### src/rtl/ula_pkg.sv
// ula_pkg: opcodes, controller states and opcode helpers shared by the ULA sequencing logic.
package ula_pkg;
  localparam logic [2:0] OP_NOTUSE = 3'b000;
  localparam logic [2:0] OP_ADD    = 3'b001;
  localparam logic [2:0] OP_SUB    = 3'b010;
  localparam logic [2:0] OP_MUL    = 3'b011;
  localparam logic [2:0] OP_DIV    = 3'b100;
  localparam logic [2:0] OP_AND    = 3'b101;
  localparam logic [2:0] OP_OR     = 3'b110;
  localparam logic [2:0] OP_XOR    = 3'b111;
  typedef enum logic [2:0] {IDLE, LOAD, ISSUE, WAIT, CAPTURE, DONE} state_t;
  function automatic logic is_multicycle(input logic [2:0] op);
    return op == OP_MUL || op == OP_DIV;
  endfunction
endpackage

### src/rtl/ula_timeout_counter.sv
// ula_timeout_counter: counts WAIT cycles; Expired marks the last cycle allowed before abort.
module ula_timeout_counter #(
  parameter int TIMEOUT_CYCLES = 32
) (
  input  logic Clock,
  input  logic Reset,
  input  logic Clear,
  input  logic Enable,
  output logic Expired
);
  localparam int W = $clog2(TIMEOUT_CYCLES + 1);
  logic [W-1:0] cnt_q, cnt_d;
  assign Expired = cnt_q == W'(TIMEOUT_CYCLES - 1);
  always_comb cnt_d = Clear ? '0 : (Enable && !Expired) ? cnt_q + 1'b1 : cnt_q;
  always_ff @(posedge Clock or posedge Reset)
    if (Reset) cnt_q <= '0;
    else cnt_q <= cnt_d;
endmodule

### src/rtl/ula_op_controller.sv
// ula_op_controller: sequences one ULA operation at a time (load, issue, wait, capture, done).
// Define ULA_TIMEOUT_EN to abort a WAIT that exceeds TIMEOUT_CYCLES with Error set.
module ula_op_controller
  import ula_pkg::*;
#(
  parameter int SEL_W          = 3,
  parameter int TIMEOUT_CYCLES = 32
) (
  input  logic             Clock,
  input  logic             Reset,
  input  logic             Start,
  input  logic [SEL_W-1:0] OpCode,
  input  logic             DivisorZero,
  input  logic             MulReady,
  input  logic             DivReady,
  output logic [SEL_W-1:0] Selector,
  output logic             LoadOperands,
  output logic             StartMul,
  output logic             StartDiv,
  output logic             LoadResult,
  output logic             Busy,
  output logic             Done,
  output logic             Error
);
  state_t state_q, state_d;
  logic [SEL_W-1:0] op_q, op_d;
  logic err_q, err_d;
  logic ready, expired;
  assign ready = (op_q == OP_MUL) ? MulReady : DivReady;
`ifdef ULA_TIMEOUT_EN
  ula_timeout_counter #(.TIMEOUT_CYCLES(TIMEOUT_CYCLES)) u_timeout (
    .Clock   (Clock),
    .Reset   (Reset),
    .Clear   (state_q != WAIT),
    .Enable  (state_q == WAIT),
    .Expired (expired)
  );
`else
  assign expired = 1'b0;
`endif
  always_comb begin
    state_d = state_q;
    op_d    = op_q;
    err_d   = err_q;
    unique case (state_q)
      IDLE: if (Start) begin
        state_d = LOAD;
        op_d    = OpCode;
        err_d   = 1'b0;
      end
      LOAD: if (op_q == OP_NOTUSE || (op_q == OP_DIV && DivisorZero)) begin
        state_d = DONE;
        err_d   = 1'b1;
      end else state_d = is_multicycle(op_q) ? ISSUE : CAPTURE;
      ISSUE: state_d = WAIT;
      // Ready beats an expiring timer in the same cycle
      WAIT: if (ready) state_d = CAPTURE;
      else if (expired) begin
        state_d = DONE;
        err_d   = 1'b1;
      end
      CAPTURE: state_d = DONE;
      DONE:    state_d = IDLE;
      default: state_d = IDLE;
    endcase
  end
  always_ff @(posedge Clock or posedge Reset)
    if (Reset) begin
      state_q <= IDLE;
      op_q    <= '0;
      err_q   <= 1'b0;
    end else begin
      state_q <= state_d;
      op_q    <= op_d;
      err_q   <= err_d;
    end
  assign Selector     = (state_q == IDLE) ? '0 : op_q;
  assign LoadOperands = state_q == LOAD;
  assign StartMul     = state_q == ISSUE && op_q == OP_MUL;
  assign StartDiv     = state_q == ISSUE && op_q == OP_DIV;
  assign LoadResult   = state_q == CAPTURE;
  assign Busy         = state_q != IDLE;
  assign Done         = state_q == DONE;
  assign Error        = err_q;
endmodule

### config.mk
export PLATFORM = sky130hd
export DESIGN_NAME = ula_op_controller
export DESIGN_NICKNAME = d
export VERILOG_FILES = /design/src/rtl/ula_pkg.sv /design/src/rtl/ula_timeout_counter.sv /design/src/rtl/ula_op_controller.sv
export SDC_FILE = /design/constraint.sdc
export NUM_CORES = 1
export LEC_CHECK = 0
export BUFFER_PORTS_ARGS = -buffer_cell sky130_fd_sc_hd__buf_4
export CAP_MARGIN = 10
export CORE_AREA = 4 4 41 43
export DETAILED_ROUTE_END_ITERATION = 6
export DIE_AREA = 0 0 45 47
export GPL_ROUTABILITY_DRIVEN = 0
export GPL_TIMING_DRIVEN = 0
export MAX_ROUTING_LAYER = met4
export SYNTH_ARGS = -nofsm -noshare
export SYNTH_HDL_FRONTEND = slang
export SYNTH_HIERARCHICAL = 1
export SYNTH_SLANG_ARGS = --single-unit
export TNS_END_PERCENT = 30
### constraint.sdc
create_clock -name Clock -period 1.7 [get_ports Clock]
set_clock_uncertainty 0.2 [all_clocks]
set_input_delay 0.255 -clock Clock [delete_from_list [all_inputs] [get_ports Clock]]
set_output_delay 0.255 -clock Clock [all_outputs]
set_load 0.02 [all_outputs]
Word-level counts from Yosys, hierarchy flattened

Cells that the tools add are included.

Register bits after elaboration: 7
Bits of input ports: 9
Output and inout bits: 10

Equality and inequality tests: 10
Multiplexer cells: 10
Reductions and logical operators: 12

Operators by type and width:

| cell               | number |
|---|---|
| $mux 3             | 5 |
| $pmux 3 s5         | 1 |
| $eq 3x2->1 const B | 3 |
| $eq 3x3->1 const B | 3 |
| $logic_not 3->1    | 2 |
| $ne 2x2->1 const B | 2 |
| $reduce_and 2->1   | 2 |
| $eq 3x1->1 const B | 1 |
| $logic_and 1x1->1  | 3 |
| $mux 1             | 3 |
| $reduce_and 3->1   | 1 |
| $reduce_bool 3->1  | 1 |
| $logic_or 1x1->1   | 2 |
| $ne 2x1->1 const B | 1 |
| $pmux 1 s2         | 1 |
| $reduce_bool 2->1  | 1 |

Logic depth before layout (Yosys ltp)

Gate-level depths: netlist of the first run.

Depth after elaboration: 5
Gate-level depth with buffers: 5
Depth with buffers taken out: 4

Least setup slack after synthesis of the first run

Ideal clock, no wire load.

Kind: register -> output
Start point: register state_q[1]
End point: output Selector[2]
Arrival: 1103 ps
Required time: 1245 ps
Setup slack: 142 ps
Cell stages (with the launch flop): 5
Buffers on the path: 1
Path through: dfrtp_1 buf_2 nor3_1 inv_1 and2_2

Cells in the longest elaborated chain, start to end: 2

RTL lines:

| element                | RTL line                | source |
|---|---|---|
| from (decl)            | ula_op_controller.sv:25 | `state_t state_q, state_d;` |
| from (signal assigned) | ula_op_controller.sv:73 | `state_q <= state_d;` |
| $logic_not 3->1        | ula_op_controller.sv:77 | `assign Selector = (state_q == IDLE) ? '0 : op_q;` |
| $mux 3                 | ula_op_controller.sv:77 |  |
| to (decl)              | ula_op_controller.sv:16 | `output logic [SEL_W-1:0] Selector,` |

No other way between the ends.

Worst setup path after layout of the first run

Start point: register state_q[2]
End point: output LoadOperands

Cells in the longest elaborated chain, start to end: 1

RTL lines:

| element    | RTL line                | source |
|---|---|---|
| $eq 3x1->1 | ula_op_controller.sv:78 | `assign LoadOperands = state_q == LOAD;` |
| to (decl)  | ula_op_controller.sv:17 | `output logic LoadOperands,` |

No other way between the ends.

==> results of run 1 <==
cells in the final DEF, fill, tap and decap left out, drive strengths merged:
cell and instances:
inv 3, nand3 1, nand3b 1, nor3b 3, and2 4, nor2 1
dlygate4sd3 1, a221oi 1, dfrtp 7, a32o 1, o21ai 3, mux2i 2
and3 1, and2b 1, mux2 3, nor3 1, clkbuf 4, or4b 1
a21boi 1, or2b 1, nor2b 1, buf 27, a31oi 1, a311o 1
nand2 4
state kept, by name (all words and copies together), names as in the netlist:
| signal | cells |
|---|---|
| op_q | 3 |
| state_q | 3 |
| Error | 1 |
worst reg2reg max path: cells and delay by family, from the launching register on:
kind                   cells  cell delay, ns
buffers and inverters      1            0.18
AND/OR/NAND/NOR            1            0.21
multiplexers               1            0.13
AO/OA/AOI/OAI              1            0.38
flip-flops                 1            0.42
kinds of logic after synthesis:
family                 after synthesis
AND/OR/NAND/NOR                     20
AO/OA/AOI/OAI                        8
flip-flops                           7
multiplexers                         5
buffers and inverters                4
cells in the mapped netlist, types with 2 or more instances:
library cell	instances	area share
inv_1	3	0.026
nand2_1	4	0.035
mux2i_1	2	0.046
dfrtp_1	7	0.40
and2_1	3	0.043
nor3b_1	2	0.035
mux2_2	3	0.078
o21ai_0	3	0.035
layer usage:
metal | vias up | global-route usage | part of all wire
met5 | - | - | 0
met4 | 0 | 0.0936 | 0.013
met3 | 2 | 0.0383 | 0.071
met2 | 21 | 0.251 | 0.54
met1 | 209 | 0.148 | 0.38
li1 | 221 | - | -
layout make-up:
type / instances / area [um2] / area share
Clock buffer: 4 / 26.3 / 0.0341
Sequential cell: 7 / 179 / 0.232
Multi-Input combinational cell: 33 / 293 / 0.380
Tap cell: 15 / 18.8 / 0.0244
Inverter: 3 / 11.3 / 0.0146
Timing Repair Buffer: 28 / 243 / 0.315
power breakdown:
part           switching [W]  total, W  leakage (nW)  internal, W
logic               0.000422   0.00100         0.274     0.000581
clock network      0.0000648  0.000155        0.0150    0.0000898
registers           0.000123  0.000375        0.0820     0.000252
total               0.000610   0.00153         0.371     0.000923
final timing paths:
kind	from	to	slack [ns]	depth (start not counted)
max reg2reg	op_q[2]	state_q[1]	0.06	4
max	state_q[2]	LoadOperands	-0.05	3
min reg2reg	Error	Error	0.31	1
min	OpCode[0]	op_q[0]	0.03	2
max in group asynchronous	Reset	state_q[1]	0.77	3
min in group asynchronous	Reset	op_q[0]	0.29	3
repair_timing:
item                                    4_1_cts  5_1_grt
endpoints found under the setup margin        8       10
resized for setup                            16        8
endpoints found under the hold margin         7        0
setup buffers                                 8        1
hold buffers                                  1        0
pin swaps                                     2        1
per-stage QoR:
stage / instance area, um2 / hold slack, ns
after detailed placement: 588 / 0.0117
after global placement: 588 / 0.0188
after floorplan: 434 / -0.142
after CTS: 736 / 0.0195
after global routing: 771 / 0.0257
final: 771 / 0.0271
==> qor.txt, run 1 <==
grt ovf = 0
Mapped Cells = 44
core area = 0.00130 mm2
crit path max fanout = 5
period utilization = 1.03
number of diodes = 0
final hold violations = 0
Top-Level Pins = 19
detailed placer's ending HPWL = 777 um
WS Path Type = reg2out
WP buf/inv = 2
WL final = 1190 um
Finished Core Util = 0.592
WL/cell = 13.2 um
adder-cell share of the synthesized area = 0
setup ws final = -0.0525 ns
Longest Clk Path Bufs = 2
Final Power = 0.00153 W
vias in the first global route = 502
Cells after DPL = 77
routed vias = 453
Die H = 47 um
Worst-Skew Late Latency = 0.26 ns
root buf cell = clkbuf_4
RSZ-0062 raised after global routing = true
Pre-antenna DRT Iters = 4
max incr delay on CP = 0.46 ns
Initial Util = 0.334
outcome = finished with violations
Max-Cap Viols = 0
crit path DAT = 1.30 ns
Clock transition at path regs = 0.05 ns
synth unique cells = 25
mux contribution to synthesized area = 0.124
worst slew pin tran = 0.279 ns
Rel. slew slack = 0.814
I/O Buffers = 18
DR iter-0 viols = 6
Post-Synth XOR/XNOR Area = 0
final max-slew violation count = 0
# nets final = 85
CP Cell Sequence = buf_4 -> nor3b_4 -> buf_6
Top FF cell, synth = dfrtp_1
Leak = 0.371 nW
simple-gate share of the synthesized area = 0.300
die footprint = 0.00212 mm2
Clock Sinks = 7
DRC Markers = 0
Peak VDD IR = 1.06 mV
Hold Crit Class = in2reg
FILL cells = 116
Synthesized Nets = 53
failing checks = negative setup slack
# setup viols final = 7
sequential share of the synthesized area = 0.403
largest family of logic cells by synthesized area = simple AND/OR/NAND/NOR gates
Yosys reg bits = 7
Die W = 45 um
CTS tree = yes
YS warnings = 6
setup_tns = -0.225 ns
family with the most delay on the worst path = flip-flops
compound-cell area share of the yosys netlist = 0.135
Startpoint Class = flop
clock period minus final worst setup slack = 1.75 ns
pre-CTS setup slack = 0.0601 ns
largest net degree at the start of global routing = 8
worst path required time = 1.24 ns
area added between synthesis and finish = 77.5%
all-layer global routing usage = 0.147
Max H-tree Level = 1
cell area after synthesis = 434 um2
CP endpoint kind = output pin
crit path max-delay cell type = dfrtp_2
Final ANT Viol Nets = 0
TritonCTS Buffers = 3
final non-filler cell total = 90
fraction of layout cells with a size suffix above 1 = 0.653
initial antenna violation count = 0
FP Rows = 13
Avg Cell Area, Syn = 9.87 um2
EDFF count, synth = 0
PD cells = 1990 mW/mm2
fmax = 571 MHz
drt via density = 5.03
global-route wire length before repair = 2080 um
async set-or-reset flop fraction in the synthesized netlist = 1.00
Note: power is estimated with default switching activity, not from simulation.
==> inputs of run 2 (changes only) <==
BUFFER_PORTS_ARGS = -buffer_cell sky130_fd_sc_hd__buf_2   (was -buffer_cell sky130_fd_sc_hd__buf_4)
==> qor.txt, run 2 (synthesis gave the netlist of run 1 again) <==
Peak VDD IR = 0.954 mV (-10%)
fmax = 571 MHz (about the same)
Net Sw Frac = 0.405 (+0.00690)
WS Path Type = reg2out
Die H = 47 um (unchanged)
most common cell after layout, fill and taps aside = buf_2
Clock transition at path regs = 0.05 ns (about the same)
Max-Cap Viols = 0 (unchanged)
PD cells = 1960 mW/mm2 (-1.2%)
Rel. slew slack = 0.809 (-0.00548)
# setup viols final = 7 (unchanged)
Reg power frac = 0.263 (+0.018)
crit path max fanout = 6 (+1)
Top-Level Pins = 19 (unchanged)
Hold Crit Class = in2reg
root buf cell = clkbuf_4
net switching power = 0.000586 W (-3.9%)
Die W = 45 um (unchanged)
area added between synthesis and finish = 69.7%
worst path required time = 1.24 ns (about the same)
crit path DAT = 1.30 ns (about the same)
Comb power frac = 0.635 (-0.019)
grt ovf = 0 (unchanged)
WL final = 1090 um (-7.8%)
Longest Clk Path Bufs = 2 (unchanged)
drt via density = 5.03 (about the same)
Top Usage Layer GRT = met2
CP endpoint kind = output pin
# nets final = 84 (-1.2%)
outcome = finished with violations
Final ANT Viol Nets = 0 (unchanged)
Startpoint Class = flop
I/O Buffers = 18 (unchanged)
Worst-Skew Late Latency = 0.25 ns (about the same)
DR iter-0 viols = 1 (-5)
clock period minus final worst setup slack = 1.75 ns (+0.000234 ns)
routed vias = 448 (-1.1%)
Pre-antenna DRT Iters = 2 (-2)
TritonCTS Buffers = 3 (unchanged)
failing checks = negative setup slack
highest-count cells in the layout ignoring fill and taps = buf_2, buf_6, buf_4, dfrtp_1, nand2_1
die footprint = 0.00212 mm2 (unchanged)
Clock Sinks = 7 (unchanged)
global-route wire length before repair = 1980 um (-4.6%)
DRC Markers = 0 (unchanged)
hold_ws = 0.0360 ns (+0.00888 ns)
final max-slew violation count = 0 (unchanged)
Internal Power = 0.000861 W (-6.6%)
vias in the first global route = 462 (-8.0%)
setup ws final = -0.0528 ns (-0.000234 ns)
worst slew pin tran = 0.287 ns (+0.00820 ns)
Initial Util = 0.334 (unchanged)
met1 usage = 0.154 (+0.00571)
initial antenna violation count = 0 (unchanged)
core area = 0.00130 mm2 (unchanged)
detailed placer's ending HPWL = 777 um (about the same)
FP Rows = 13 (unchanged)
Max H-tree Level = 1 (unchanged)
period utilization = 1.03 (about the same)
all-layer global routing usage = 0.136 (-0.0112)
met3 usage = 0.0345 (-0.00383)
pre-CTS setup slack = 0.0132 ns (-0.0469 ns)
fraction of layout cells with a size suffix above 1 = 0.635 (-0.0182)
largest net degree at the start of global routing = 9 (+1)
part of the power in the clock network = 0.103 (+0.002)
Leak = 0.353 nW (-4.7%)
CTS tree = yes
RSZ-0062 raised after global routing = true
WL/cell = 12.3 um (-6.8%)
GR Layer Usage met2 = 0.229 (-0.0226)
number of diodes = 0 (unchanged)
final hold violations = 0 (unchanged)
==> run 2: stage by stage <==
| step | util | power, W | cells | TNS, ns | cell area (um2) |
|---|---|---|---|---|---|
| after floorplan | - | 0.000769 | 44 | 0 | 434 |
| after global placement | 0.417 | 0.000937 | 77 | 0 | 543 |
| after detailed placement | 0.417 | 0.000950 | 77 | 0 | 543 |
| after CTS | 0.515 | 0.00129 | 86 | -0.251 | 671 |
| after global routing | 0.566 | 0.00157 | 89 | -0.671 | 737 |
| final | 0.566 | 0.00145 | 89 | -0.190 | 737 |
==> run 2: worst max-delay path, stage by stage, from the launching register on <==
cell	delay (ns)
dfrtp_2	0.47
nor3b_4	0.25
and3_4	0.21
buf_6	0.11
==> run 2: metal layers <==
metal	vias up	wire [um]	part of all wire
met2	13	550	0.50
met1	215	465	0.43
li1	220	-	-
met3	0	76	0.070
met4	0	0	0
met5	-	0	0
==> run 2: cell type report <==
class,count,area (um2)
tap,15,18.8
sequential,7,179
clock buffer,4,26.3
timing repair buffer,27,208
multi-input combinational,33,294
inverter,3,11.3
fill,119,564
==> run 2: what timing repair did <==
item,4_1_cts,5_1_grt
setup endpoints to repair,8,9
endpoints found under the hold margin,7,0
pin swaps,2,3
hold buffers,1,0
setup buffers,5,3
gates resized for setup,19,12
==> run 2: worst paths after layout <==
kind                       startpoint    endpoint  slack (ns)  depth (start not counted)
setup / recovery           state_q[0]    StartDiv       -0.05                          3
hold / removal              OpCode[1]     op_q[1]        0.04                          2
setup reg to reg              op_q[2]  state_q[1]        0.05                          4
hold reg to reg                 Error       Error        0.31                          1
max in group asynchronous       Reset  state_q[2]        0.78                          3
min in group asynchronous       Reset     op_q[0]        0.28                          3
==> run 2: power groups by stage <==
stage | registers, W | clock network, W | logic, W
3_3_place_gp | 0.000337 | 0 | 0.000601
3_5_place_dp | 0.000340 | 0 | 0.000610
4_1_cts | 0.000368 | 0.000159 | 0.000763
2_1_floorplan | 0.000326 | 0 | 0.000443
6_report | 0.000380 | 0.000149 | 0.000918
5_1_grt | 0.000399 | 0.000170 | 0.00100
==> inputs of run 3 (changes only) <==
GPL_ROUTABILITY_DRIVEN = default   (was 0)
PLACE_DENSITY = 0.65   (was default)
==> qor.txt, run 3 (synthesis gave the netlist of run 1 again) <==
period utilization = 1.04 (+0.00513)
outcome = finished with violations
dpl cell area = 543 um2 (unchanged)
DRC Markers = 0 (unchanged)
failing checks = negative setup slack
Final ANT Viol Nets = 0 (unchanged)
Top-Level Pins = 19 (unchanged)
Initial Util = 0.334 (unchanged)
WS Path Type = reg2out
Max-Cap Viols = 0 (unchanged)
number of diodes = 0 (unchanged)
# nets final = 83 (-1.2%)
global-route wire length before repair = 1840 um (-7.0%)
FP Rows = 13 (unchanged)
final non-filler cell total = 88 (-1.1%)
Clock Sinks = 7 (unchanged)
highest-count cells in the layout ignoring fill and taps = buf_6, buf_2, buf_4, dfrtp_1, nand2_1
Max H-tree Level = 1 (unchanged)
Hold Crit Class = in2reg
RD Place Congestion = 0.708
Die W = 45 um (unchanged)
fraction of layout cells with a size suffix above 1 = 0.630 (-0.00500)
vias in the first global route = 444 (-3.9%)
I/O Buffers = 18 (unchanged)
WL final = 1150 um (+5.3%)
# setup viols final = 8 (+1)
drt via density = 5.08 (+0.91%)
CTS tree = yes
root buf cell = clkbuf_4
all-layer global routing usage = 0.130 (-0.00577)
pre-CTS setup slack = 0.0496 ns (+0.0364 ns)
Rel. slew slack = 0.808 (-0.00108)
largest net degree at the start of global routing = 8 (-1)
CP endpoint kind = output pin
routed vias = 447 (-0.22%)
DR iter-0 viols = 2 (+1)
initial antenna violation count = 0 (unchanged)
most common cell after layout, fill and taps aside = buf_6
Peak VDD IR = 0.971 mV (+1.8%)
Pre-antenna DRT Iters = 4 (+2)
Startpoint Class = flop
FILL cells = 129 (+8.4%)
TritonCTS Buffers = 3 (unchanged)
Cells after DPL = 77 (unchanged)
core area = 0.00130 mm2 (unchanged)
final max-slew violation count = 0 (unchanged)
fin area = 737 um2 (unchanged)
clock period minus final worst setup slack = 1.76 ns (+0.00872 ns)
die footprint = 0.00212 mm2 (unchanged)
Worst-Skew Late Latency = 0.25 ns (about the same)
crit path max fanout = 7 (+1)
final hold violations = 0 (unchanged)
RSZ-0062 raised after global routing = true
Die H = 47 um (unchanged)
PD cells = 1970 mW/mm2 (+0.44%)
worst path required time = 1.24 ns (about the same)
worst slew pin tran = 0.288 ns (+0.00162 ns)
area added between synthesis and finish = 69.7% (unchanged)
crit path DAT = 1.31 ns (about the same)
fmax = 568 MHz (-0.49%)
WL/cell = 13.1 um (+6.5%)
Leak = 0.348 nW (-1.3%)
grt ovf = 0 (unchanged)
Clock transition at path regs = 0.06 ns (about the same)
detailed placer's ending HPWL = 759 um (-2.4%)
Longest Clk Path Bufs = 2 (unchanged)
setup ws final = -0.0615 ns (-0.00872 ns)
run 3: changes by cell type in the layout (fill, tap and decap cells not counted), sizes merged:
cell	before	now
buf	26	25
run 3: routing by layer:
metal  part of all wire  wire length, um  track usage  vias to the layer above
met5                  0                0            -                        -
met4              0.017               19       0.0877                        0
met3              0.063               73       0.0345                        4
met2               0.48              551        0.209                       15
met1               0.44              505        0.140                      208
li1                   -                -            -                      220
run 3: metrics by stage:
stage               hold WS (ns)  utilization  total power (W)  TNS, ns
floorplan                 -0.142            -         0.000769        0
finish                    0.0333        0.566          0.00145   -0.335
CTS                       0.0274        0.535          0.00137   -0.532
global placement        0.000348        0.417         0.000937        0
detailed placement      -0.00379        0.417         0.000948        0
global route              0.0289        0.566          0.00155   -0.757
run 3: worst paths after layout:
kind,startpoint,end,cells past startpoint,slack [ns]
setup / recovery,state_q[2],Selector[2],4,-0.06
setup reg to reg,op_q[2],state_q[1],4,0.07
hold / removal,OpCode[1],op_q[1],2,0.03
hold reg to reg,Error,Error,1,0.31
max in group asynchronous,Reset,op_q[2],3,0.78
min in group asynchronous,Reset,op_q[0],3,0.28
run 3: power breakdown:
part           total (W)  switching, W  internal, W
clock network   0.000154     0.0000639    0.0000898
registers       0.000379      0.000126     0.000253
logic           0.000921      0.000402     0.000519
total            0.00145      0.000591     0.000862
run 3: timing repair:
item | CTS | global route
hold endpoints to repair | 7 | 0
endpoints found under the setup margin | 7 | 10
cloned | 0 | 0
setup buffers | 4 | 2
resized for setup | 26 | 9
pin swaps | 3 | 2
hold buffers | 1 | 0
run 3: layout make-up:
class                      instances  area, um2  area share
buffer                             1       11.3      0.0153
clock buffer                       4       26.3      0.0357
inverter                           3       11.3      0.0153
multi-input combinational         33        289       0.392
sequential                         7        179       0.243
tap                               15       18.8      0.0255
timing repair buffer              25        201       0.273
run 3: critical path, cell delays in order (launching register included):
cell and delay, ns:
dfrtp_2 0.48, nor3_4 0.21, inv_2 0.08, and2_4 0.16, buf_6 0.12
